==> src/rtl/dqsw_train_ctrl_if.sv <==
// Signal bundle between the DQS write-training controller and the fabric/IOD side.
// The controller connects through the slave modport; the fabric/IOD side uses master.
interface dqsw_train_ctrl_if;
    logic       train_start;
    logic       eye_monitor_early;
    logic       eye_monitor_late;
    logic       delay_line_out_of_range;
    logic       delay_line_load;
    logic       delay_line_move;
    logic       delay_line_direction;
    logic       eye_monitor_clear_flags;
    logic       train_busy;
    logic       train_done;
    logic       train_err;
    logic [7:0] tap_count;

    modport master (
        output train_start, eye_monitor_early, eye_monitor_late, delay_line_out_of_range,
        input  delay_line_load, delay_line_move, delay_line_direction, eye_monitor_clear_flags,
        input  train_busy, train_done, train_err, tap_count
    );

    modport slave (
        input  train_start, eye_monitor_early, eye_monitor_late, delay_line_out_of_range,
        output delay_line_load, delay_line_move, delay_line_direction, eye_monitor_clear_flags,
        output train_busy, train_done, train_err, tap_count
    );
endinterface

==> src/rtl/dqsw_train_ctrl.sv <==
// DQS write-training controller: steps the IOD delay one tap at a time until the eye monitor reports early.
// Optional build macro DQSW_TRAIN_LATE_CHK_EN: a tap showing both early and late flags fails as ambiguous.
module dqsw_train_ctrl #(
    parameter int STEP_MAX      = 127,
    parameter int SETTLE_CYCLES = 8,
    parameter int SAMPLE_CYCLES = 16
) (
    input  logic             fab_clk,
    input  logic             reset,
    dqsw_train_ctrl_if.slave bus
);

    localparam logic [3:0] ST_IDLE   = 4'd0;
    localparam logic [3:0] ST_LOAD   = 4'd1;
    localparam logic [3:0] ST_CLEAR  = 4'd2;
    localparam logic [3:0] ST_SETTLE = 4'd3;
    localparam logic [3:0] ST_SAMPLE = 4'd4;
    localparam logic [3:0] ST_EVAL   = 4'd5;
    localparam logic [3:0] ST_MOVE   = 4'd6;
    localparam logic [3:0] ST_DONE   = 4'd7;
    localparam logic [3:0] ST_ERR    = 4'd8;

    localparam logic [7:0] STEP_MAX_C    = 8'(STEP_MAX);
    localparam logic [7:0] SETTLE_LOAD_C = 8'(SETTLE_CYCLES - 1);
    localparam logic [7:0] SAMPLE_LOAD_C = 8'(SAMPLE_CYCLES - 1);

    logic [3:0] state_r;
    logic [3:0] next_state_s;
    logic [7:0] cnt_r;
    logic [7:0] cnt_next_s;
    logic [7:0] tap_r;
    logic [7:0] tap_next_s;
    logic       early_seen_r;
    logic       early_seen_next_s;
    logic       ambiguous_s;
    logic       in_search_s;

    logic       load_r;
    logic       move_r;
    logic       dir_r;
    logic       clear_r;
    logic       busy_r;
    logic       done_r;
    logic       err_r;

`ifdef DQSW_TRAIN_LATE_CHK_EN
    logic       late_seen_r;
    logic       late_seen_next_s;

    // Late-flag accumulator, same window as the early one
    always_comb begin
        late_seen_next_s = late_seen_r;
        if (state_r == ST_CLEAR) begin
            late_seen_next_s = 1'b0;
        end else if (state_r == ST_SAMPLE) begin
            late_seen_next_s = late_seen_r | bus.eye_monitor_late;
        end else begin
            late_seen_next_s = late_seen_r;
        end
    end

    // Late-flag accumulator register
    always_ff @(posedge fab_clk or posedge reset) begin
        if (reset) begin
            late_seen_r <= 1'b0;
        end else begin
            late_seen_r <= late_seen_next_s;
        end
    end

    assign ambiguous_s = early_seen_r & late_seen_r;
`else
    logic unused_late_s;
    assign unused_late_s = bus.eye_monitor_late;
    assign ambiguous_s   = 1'b0;
`endif

    // Out-of-range aborts every busy state except the single LOAD cycle
    assign in_search_s = (state_r == ST_CLEAR) || (state_r == ST_SETTLE) || (state_r == ST_SAMPLE) ||
                         (state_r == ST_EVAL)  || (state_r == ST_MOVE);

    // Next-state and window counter
    always_comb begin
        next_state_s = state_r;
        cnt_next_s   = cnt_r;
        case (state_r)
            ST_IDLE, ST_DONE, ST_ERR: begin
                if (bus.train_start) begin
                    next_state_s = ST_LOAD;
                end else begin
                    next_state_s = state_r;
                end
            end
            ST_LOAD: begin
                next_state_s = ST_CLEAR;
            end
            ST_CLEAR: begin
                next_state_s = ST_SETTLE;
                cnt_next_s   = SETTLE_LOAD_C;
            end
            ST_SETTLE: begin
                if (cnt_r == 8'd0) begin
                    next_state_s = ST_SAMPLE;
                    cnt_next_s   = SAMPLE_LOAD_C;
                end else begin
                    cnt_next_s   = cnt_r - 8'd1;
                end
            end
            ST_SAMPLE: begin
                if (cnt_r == 8'd0) begin
                    next_state_s = ST_EVAL;
                end else begin
                    cnt_next_s   = cnt_r - 8'd1;
                end
            end
            ST_EVAL: begin
                if (ambiguous_s) begin
                    next_state_s = ST_ERR;
                end else if (early_seen_r) begin
                    next_state_s = ST_DONE;
                end else if (tap_r == STEP_MAX_C) begin
                    next_state_s = ST_ERR;
                end else begin
                    next_state_s = ST_MOVE;
                end
            end
            ST_MOVE: begin
                next_state_s = ST_CLEAR;
            end
            default: begin
                next_state_s = ST_IDLE;
                cnt_next_s   = 8'd0;
            end
        endcase
        if (in_search_s && bus.delay_line_out_of_range) begin
            next_state_s = ST_ERR;
        end else begin
            next_state_s = next_state_s;
        end
    end

    // Tap offset and early-flag accumulator; the tap advances on entry to MOVE so it never passes STEP_MAX
    always_comb begin
        tap_next_s        = tap_r;
        early_seen_next_s = early_seen_r;
        if (next_state_s == ST_LOAD) begin
            tap_next_s = 8'd0;
        end else if ((next_state_s == ST_MOVE) && (state_r != ST_MOVE)) begin
            tap_next_s = tap_r + 8'd1;
        end else begin
            tap_next_s = tap_r;
        end
        if (state_r == ST_CLEAR) begin
            early_seen_next_s = 1'b0;
        end else if (state_r == ST_SAMPLE) begin
            early_seen_next_s = early_seen_r | bus.eye_monitor_early;
        end else begin
            early_seen_next_s = early_seen_r;
        end
    end

    // State, counters and outputs; outputs are decoded from the next state so they line up with it
    always_ff @(posedge fab_clk or posedge reset) begin
        if (reset) begin
            state_r      <= ST_IDLE;
            cnt_r        <= 8'd0;
            tap_r        <= 8'd0;
            early_seen_r <= 1'b0;
            load_r       <= 1'b0;
            move_r       <= 1'b0;
            dir_r        <= 1'b0;
            clear_r      <= 1'b0;
            busy_r       <= 1'b0;
            done_r       <= 1'b0;
            err_r        <= 1'b0;
        end else begin
            state_r      <= next_state_s;
            cnt_r        <= cnt_next_s;
            tap_r        <= tap_next_s;
            early_seen_r <= early_seen_next_s;
            load_r       <= (next_state_s == ST_LOAD);
            move_r       <= (next_state_s == ST_MOVE);
            dir_r        <= (next_state_s != ST_IDLE);
            clear_r      <= (next_state_s == ST_CLEAR);
            busy_r       <= (next_state_s != ST_IDLE) && (next_state_s != ST_DONE) &&
                            (next_state_s != ST_ERR);
            done_r       <= (next_state_s == ST_DONE);
            err_r        <= (next_state_s == ST_ERR);
        end
    end

    assign bus.delay_line_load         = load_r;
    assign bus.delay_line_move         = move_r;
    assign bus.delay_line_direction    = dir_r;
    assign bus.eye_monitor_clear_flags = clear_r;
    assign bus.train_busy              = busy_r;
    assign bus.train_done              = done_r;
    assign bus.train_err               = err_r;
    assign bus.tap_count               = tap_r;

endmodule
==> src/flat_wrapper.sv <==
// flat-port wrapper written by rule: the top's interface ports become plain ports
module dqsw_train_ctrl_flat 
#(
    parameter int STEP_MAX      = 127,
    parameter int SETTLE_CYCLES = 8,
    parameter int SAMPLE_CYCLES = 16
)
  (fab_clk, reset, bus_train_start, bus_eye_monitor_early, bus_eye_monitor_late, bus_delay_line_out_of_range, bus_delay_line_load, bus_delay_line_move, bus_delay_line_direction, bus_eye_monitor_clear_flags, bus_train_busy, bus_train_done, bus_train_err, bus_tap_count);
  dqsw_train_ctrl_if bus_i ();
  input  logic fab_clk;
  input  logic reset;
  input wire logic [$bits(bus_i.train_start)-1:0] bus_train_start;
  input wire logic [$bits(bus_i.eye_monitor_early)-1:0] bus_eye_monitor_early;
  input wire logic [$bits(bus_i.eye_monitor_late)-1:0] bus_eye_monitor_late;
  input wire logic [$bits(bus_i.delay_line_out_of_range)-1:0] bus_delay_line_out_of_range;
  output wire logic [$bits(bus_i.delay_line_load)-1:0] bus_delay_line_load;
  output wire logic [$bits(bus_i.delay_line_move)-1:0] bus_delay_line_move;
  output wire logic [$bits(bus_i.delay_line_direction)-1:0] bus_delay_line_direction;
  output wire logic [$bits(bus_i.eye_monitor_clear_flags)-1:0] bus_eye_monitor_clear_flags;
  output wire logic [$bits(bus_i.train_busy)-1:0] bus_train_busy;
  output wire logic [$bits(bus_i.train_done)-1:0] bus_train_done;
  output wire logic [$bits(bus_i.train_err)-1:0] bus_train_err;
  output wire logic [$bits(bus_i.tap_count)-1:0] bus_tap_count;
  assign bus_i.train_start = bus_train_start;
  assign bus_i.eye_monitor_early = bus_eye_monitor_early;
  assign bus_i.eye_monitor_late = bus_eye_monitor_late;
  assign bus_i.delay_line_out_of_range = bus_delay_line_out_of_range;
  assign bus_delay_line_load = bus_i.delay_line_load;
  assign bus_delay_line_move = bus_i.delay_line_move;
  assign bus_delay_line_direction = bus_i.delay_line_direction;
  assign bus_eye_monitor_clear_flags = bus_i.eye_monitor_clear_flags;
  assign bus_train_busy = bus_i.train_busy;
  assign bus_train_done = bus_i.train_done;
  assign bus_train_err = bus_i.train_err;
  assign bus_tap_count = bus_i.tap_count;
  dqsw_train_ctrl #(.STEP_MAX(STEP_MAX), .SETTLE_CYCLES(SETTLE_CYCLES), .SAMPLE_CYCLES(SAMPLE_CYCLES)) u_core (.fab_clk(fab_clk), .reset(reset), .bus(bus_i));
endmodule
==> config.mk <==
export PLATFORM = sky130hd
export DESIGN_NAME = dqsw_train_ctrl_flat
export DESIGN_NICKNAME = d
export VERILOG_FILES = /design/src/rtl/dqsw_train_ctrl_if.sv /design/src/rtl/dqsw_train_ctrl.sv /design/src/flat_wrapper.sv
export SDC_FILE = /design/constraint.sdc
export NUM_CORES = 1
export LEC_CHECK = 0
export BUFFER_PORTS_ARGS = -buffer_cell sky130_fd_sc_hd__buf_2
export CORE_MARGIN = 2
export CORE_UTILIZATION = 56
export DETAILED_ROUTE_END_ITERATION = 10
export PLACE_DENSITY_LB_ADDON = 0.25
export SLEW_MARGIN = 20
export SYNTH_ARGS = -nofsm -noshare
export SYNTH_HDL_FRONTEND = slang
export SYNTH_SLANG_ARGS = --single-unit
export TNS_END_PERCENT = 5
==> constraint.sdc <==
create_clock -name fab_clk -period 3.2 [get_ports fab_clk]
set_input_delay 0 -clock fab_clk [delete_from_list [all_inputs] [get_ports fab_clk]]
set_output_delay 0 -clock fab_clk [all_outputs]
set_load 0.005 [all_outputs]
==> results_dict.tcl, run 1 <==
set metrics [dict create \
    rsz0062_at_grt "no" \
    clock_latency_ps 330 \
    ant_nets 0 \
    critPathKind "reg -> reg" \
    final_cell_mix "28 x dfrtp_1, 21 x a21oi_1, 19 x buf_2, 13 x nor2_1" \
    via_count 1335 \
    cts_setup_buffers 0 \
    start_util 0.580 \
    antenna_found_initial 0 \
    ys.flop_type "dfrtp_1" \
    whs_path_depth 4 \
    postLayoutCellArea_um2 1720 \
    r2r_start "u_core.cnt_r[0]" \
    antenna_cells 0 \
    critPathRequiredTime_ps 3470 \
    synth_compound_area_frac 0.197 \
    path_delay_family "simple AND/OR/NAND/NOR gates" \
    yosys_warnings 0 \
    slowest_delay_ps 760 \
    p_leak_nw 0.764 \
    cts_tree "done" \
    asyncSetResetFlopFracSynth 1.00 \
    die_w_um 57.0 \
    status "completed" \
    ir_drop_mv 0.587 \
    worstHoldStart "bus_delay_line_out_of_range" \
    max_slew.worst_pin.slew_ps 970 \
    finalPower_w 0.00133 \
    drc 0 \
    syn-num-nets 175 \
    netlist_area_um2 1570 \
    grt_max_degree 29 \
    crit_top_cell "or4b_1" \
    synth_top_family_by_area "simple AND/OR/NAND/NOR gates" \
    routed_wl_mm 3.13 \
    fin_cells 215 \
    fin_crit_ps 2750 \
    clkSinkCount 28 \
    num_rows 19 \
    drt_first_iter_violations 30 \
    coreArea_um2 2710 \
    r2r_cells 7 \
    dpl_cell_area_um2 1670 \
    crit_arrival_ps 3030 \
    overflow 0 \
    dp.cells 209 \
    critPathMaxFanout 17 \
    path_buf_inv 1 \
    whs_endpoint "u_core.state_r[1]" \
    firstDrtPassIters 4 \
    r2r_setup_slack_ps 450 \
    endpoint_kind "flip-flop" \
    synth_cells 167 \
    tns_ps 0 \
    hold_path.class "in -> reg" \
    synth_edf_count 0 \
    final_common_cell "dfrtp_1" \
    grt_first_pass_wirelength_mm 5.53 \
    crit_slowest_cell "or4b_1" \
    ioPinCount 21 \
    io_buffers 19 \
    wl_per_cell_um 14.5 \
    skew_ps 4.48 \
    yosys.area_share.simple 0.289 \
    max_freq_ghz 0.363 \
    grt_usage 0.214 \
    ctsRootBufferMaster "clkbuf_4" \
    die_h_um 57.0 \
    start_kind "flip-flop" \
    holdWs_ps 96.0 \
    syn_avg_cell_area_um2 9.42 \
    final_nets 193 \
    yosys.area_share.xor_xnor 0.00557 \
    avgViaCountPerCell 6.21 \
    cts_buffer_depth 2 \
    h-tree-depth 1 \
    cts-resized-gates 0 \
    period_share 0.861 \
    worstPathCellList "inv_1, ha_1, nor3b_2, a21boi_1, or4b_1, or4b_1, a21oi_1" \
    cts_made_buffers 3 \
    power_density_nw_per_um2 773 \
    synthAdderAreaFrac 0.0159 \
    maxSlewViolCount 0 \
    grt_pass1_vias 1252 \
    slew_headroom 0.344 \
    ys_seq_area_frac 0.446 \
    gp_congestion 0.834 \
    drive_gt1_frac 0.168 \
    synthMuxAreaShare 0 \
    ctsHoldBuffers 2 \
    hold_violations 0 \
    finalSetupViolCount 0 \
    cap_viol_max_count 0 \
    ys_ff_latch 28 \
    syn_to_final_growth_pct 9.55 \
    dp_hpwl_mm 2.25 \
    clk_pin_slew_ps 150 \
    dieArea_um2 3250 \
    r2r-end "u_core.bus.tap_count[4]" \
    synth_cell_types 49 \
]
synth_stat cells, types with 2 or more instances:
master,n,area share
dfrtp_1,28,0.45
buf_2,5,0.016
clkbuf_1,3,0.0072
a211oi_1,2,0.0095
ha_1,2,0.016
or4b_1,4,0.025
or3_1,6,0.024
nand2b_1,2,0.0080
nand3b_1,2,0.0095
o21ai_0,9,0.029
nor4b_1,4,0.022
or4_1,4,0.019
o21a_1,2,0.0095
and3_1,2,0.0080
o41ai_1,2,0.011
nand2_1,9,0.021
a21oi_1,21,0.067
nand3_1,3,0.0095
nor2_1,13,0.031
nand4_1,2,0.0080
o31ai_1,2,0.0095
nor3_1,7,0.022
inv_1,7,0.017
logic make-up (layout without fill, tap and decap cells):
logic type | after synthesis | in the layout
buffers and inverters | 16 | 33
XOR/XNOR | 1 | 1
AND/OR/NAND/NOR | 71 | 71
AO/OA/AOI/OAI | 49 | 49
adder cells (fa/ha/maj) | 2 | 2
flip-flops | 28 | 28
where the power goes:
group,internal (W),total (W),switching [W]
logic,0.000239,0.000594,0.000355
registers,0.000444,0.000563,0.000118
clock network,0.0000697,0.000175,0.000105
per-layer routing:
layer  wire [um]  share of wire  vias up  track usage
li1            -              -      661            -
met1        1520           0.49      649        0.294
met5           0              0        -            0
met4          65          0.021        0       0.0864
met3          64          0.020        7       0.0272
met2        1480           0.47       18        0.346
tightest hold or removal path, stage by stage:
cell and delay, ps:
buf_2 110, nor2_1 80, nor3_1 100, nor2_1 100
metrics by stage:
stage,utilization,setup WS [ps]
3_5_place_dp,0.615,503
6_report,0.636,445
3_3_place_gp,0.615,586
5_1_grt,0.636,247
2_1_floorplan,-,897
4_1_cts,0.636,467
final cells by class:
cell class | count | area [um2]
Clock buffer | 4 | 36.3
Fill cell | 235 | 987
Inverter | 7 | 26.3
Multi-Input combinational cell | 123 | 798
Sequential cell | 28 | 701
Tap cell | 31 | 38.8
Timing Repair Buffer | 22 | 123
worst max path at each step:
stage	startpoint	endpoint	slack (ps)	depth (start not counted)
global placement	u_core.cnt_r[0]	u_core.bus.tap_count[7]	590	7
CTS	u_core.cnt_r[0]	u_core.bus.tap_count[4]	470	7
floorplan	u_core.cnt_r[0]	u_core.bus.tap_count[5]	900	9
finish	u_core.cnt_r[0]	u_core.bus.tap_count[4]	450	7
detailed placement	u_core.cnt_r[0]	u_core.bus.tap_count[4]	500	7
global route	u_core.cnt_r[0]	u_core.bus.tap_count[7]	250	7
Note: power is estimated with default switching activity, not from simulation.
==> run 2: changes to the inputs <==
--- a/config.mk
+++ b/config.mk
@@ -9,8 +9,7 @@
 export CORE_MARGIN = 2
 export CORE_UTILIZATION = 56
 export DETAILED_ROUTE_END_ITERATION = 10
-export PLACE_DENSITY_LB_ADDON = 0.25
-export SLEW_MARGIN = 20
+export PLACE_DENSITY = 0.79
 export SYNTH_ARGS = -nofsm -noshare
 export SYNTH_HDL_FRONTEND = slang
 export SYNTH_SLANG_ARGS = --single-unit
==> results_dict.tcl, run 2 (same netlist as run 1, synthesis figures left out) <==
set metrics [dict create \
    crit_top_cell "or4b_1" \
    pwr-share-seq 0.402 \
    finalSetupViolCount 0 \
    dp.cells 209 \
    critPathRequiredTime_ps 3450 \
    io_buffers 19 \
    clock_power_share 0.166 \
    die_w_um 57.0 \
    cts_tree "done" \
    p_sw_w 0.000592 \
    routed_wl_mm 3.32 \
    combPwrFrac 0.432 \
    r2r-end "u_core.bus.tap_count[4]" \
    coreArea_um2 2710 \
    cap_viol_max_count 0 \
    slowest_delay_ps 770 \
    r2r_cells 7 \
    crit_arrival_ps 3090 \
    hold_violations 0 \
    critPathMaxFanout 17 \
    skew_ps 5.01 \
    final_common_cell "dfrtp_1" \
    antenna_found_initial 0 \
    endpoint_kind "flip-flop" \
    grt_max_degree 29 \
    grt_usage 0.226 \
    start_kind "flip-flop" \
    switching_share 0.422 \
    max_freq_ghz 0.352 \
    p_int_w 0.000810 \
    ir_drop_mv 0.625 \
    p_leak_nw 0.772 \
    clk_pin_slew_ps 150 \
    cts_made_buffers 3 \
    ant_nets 0 \
    max_slew.worst_pin.slew_ps 1100 \
    firstDrtPassIters 4 \
    status "completed" \
    dieArea_um2 3250 \
    cts_setup_buffers 0 \
    drt_first_iter_violations 53 \
    cts_buffer_depth 2 \
    start_util 0.580 \
    power_density_nw_per_um2 806 \
    drive_gt1_frac 0.163 \
    fillers 232 \
    h-tree-depth 1 \
    fin_crit_ps 2840 \
    r2r_start "u_core.cnt_r[0]" \
    worstPathCellList "inv_1, ha_1, nor3b_2, a21boi_1, or4b_1, or4b_1, a21oi_1" \
    final_nets 193 \
    avgViaCountPerCell 6.36 \
    dp_hpwl_mm 2.39 \
    via_count 1367 \
    drc 0 \
    grt_pass1_vias 1275 \
    wl_per_cell_um 15.5 \
    whs_path_depth 4 \
    slew_headroom 0.256 \
    rsz0062_at_grt "no" \
    maxSlewViolCount 0 \
    tns_ps 0 \
    antenna_cells 0 \
    ioPinCount 21 \
    gp_congestion 0.840 \
    finalPower_w 0.00140 \
    crit_start "u_core.cnt_r[0]" \
    crit_slowest_cell "or4b_1" \
    grt_first_pass_wirelength_mm 5.82 \
    r2r_setup_slack_ps 360 \
    cp-endpoint "u_core.bus.tap_count[4]" \
    overflow 0 \
    critPathKind "reg -> reg" \
    hold_path.class "in -> reg" \
    syn_to_final_growth_pct 10.6 \
    period_share 0.887 \
    clock_latency_ps 330 \
    die_h_um 57.0 \
    ctsRootBufferMaster "clkbuf_4" \
    clkSinkCount 28 \
    final_cell_mix "28 x dfrtp_1, 21 x a21oi_1, 19 x buf_2, 13 x nor2_1" \
    fin_cells 215 \
    num_rows 19 \
]
-- run 2: worst min path at each step --
stage                     slack (ps)                         endpoint                         from
after floorplan                   70  u_core.bus.delay_line_direction                        reset
after global placement           270              u_core.early_seen_r        bus_eye_monitor_early
after detailed placement         270              u_core.early_seen_r        bus_eye_monitor_early
after CTS                        100                u_core.state_r[1]  bus_delay_line_out_of_range
after global routing             180                u_core.state_r[1]  bus_delay_line_out_of_range
final                            100                u_core.state_r[1]  bus_delay_line_out_of_range
-- run 2: layout make-up --
type | instances | area [um2] | share of cell area
multi-input combinational | 123 | 798 | 0.459
tap | 31 | 38.8 | 0.0223
timing repair buffer | 22 | 123 | 0.0705
sequential | 28 | 701 | 0.403
clock inverter | 1 | 30.0 | 0.0173
inverter | 7 | 26.3 | 0.0151
clock buffer | 3 | 22.5 | 0.0129
-- run 2: power by group through the flow --
stage | logic [W] | clock network [W] | registers [W]
6_report | 0.000606 | 0.000233 | 0.000563
5_1_grt | 0.000684 | 0.000253 | 0.000580
4_1_cts | 0.000604 | 0.000236 | 0.000560
3_5_place_dp | 0.000599 | 0 | 0.000567
3_3_place_gp | 0.000568 | 0 | 0.000561
2_1_floorplan | 0.000530 | 0 | 0.000513
-- run 2: timing repair --
item                      CTS  global route
hold buffers                2             0
resized for setup           0             0
hold endpoints to repair   29             0
-- run 2: per-stage QoR --
stage / utilization / setup WS [ps] / hold WS [ps] / instance area [um2]
after global placement: 0.615 / 592 / 270 / 1670
after global routing: 0.642 / 158 / 183 / 1740
after detailed placement: 0.615 / 437 / 270 / 1670
after floorplan: - / 897 / 65.4 / 1570
after CTS: 0.642 / 382 / 102 / 1740
final: 0.642 / 362 / 102 / 1740
-- run 2: critical path: cells and delay by family (launching register included) --
kind	cells	cell delay, ps
fa+ha+maj	1	190
compound gates	2	370
flops	1	440
buf+inv	1	90
simple gates	3	1680
-- run 2: metal layers --
metal | wire [um] | vias up | global-route usage
met5 | 0 | - | 0
met3 | 95 | 7 | 0.0317
met2 | 1690 | 26 | 0.386
met1 | 1480 | 669 | 0.297
met4 | 54 | 0 | 0.0731
li1 | - | 665 | -
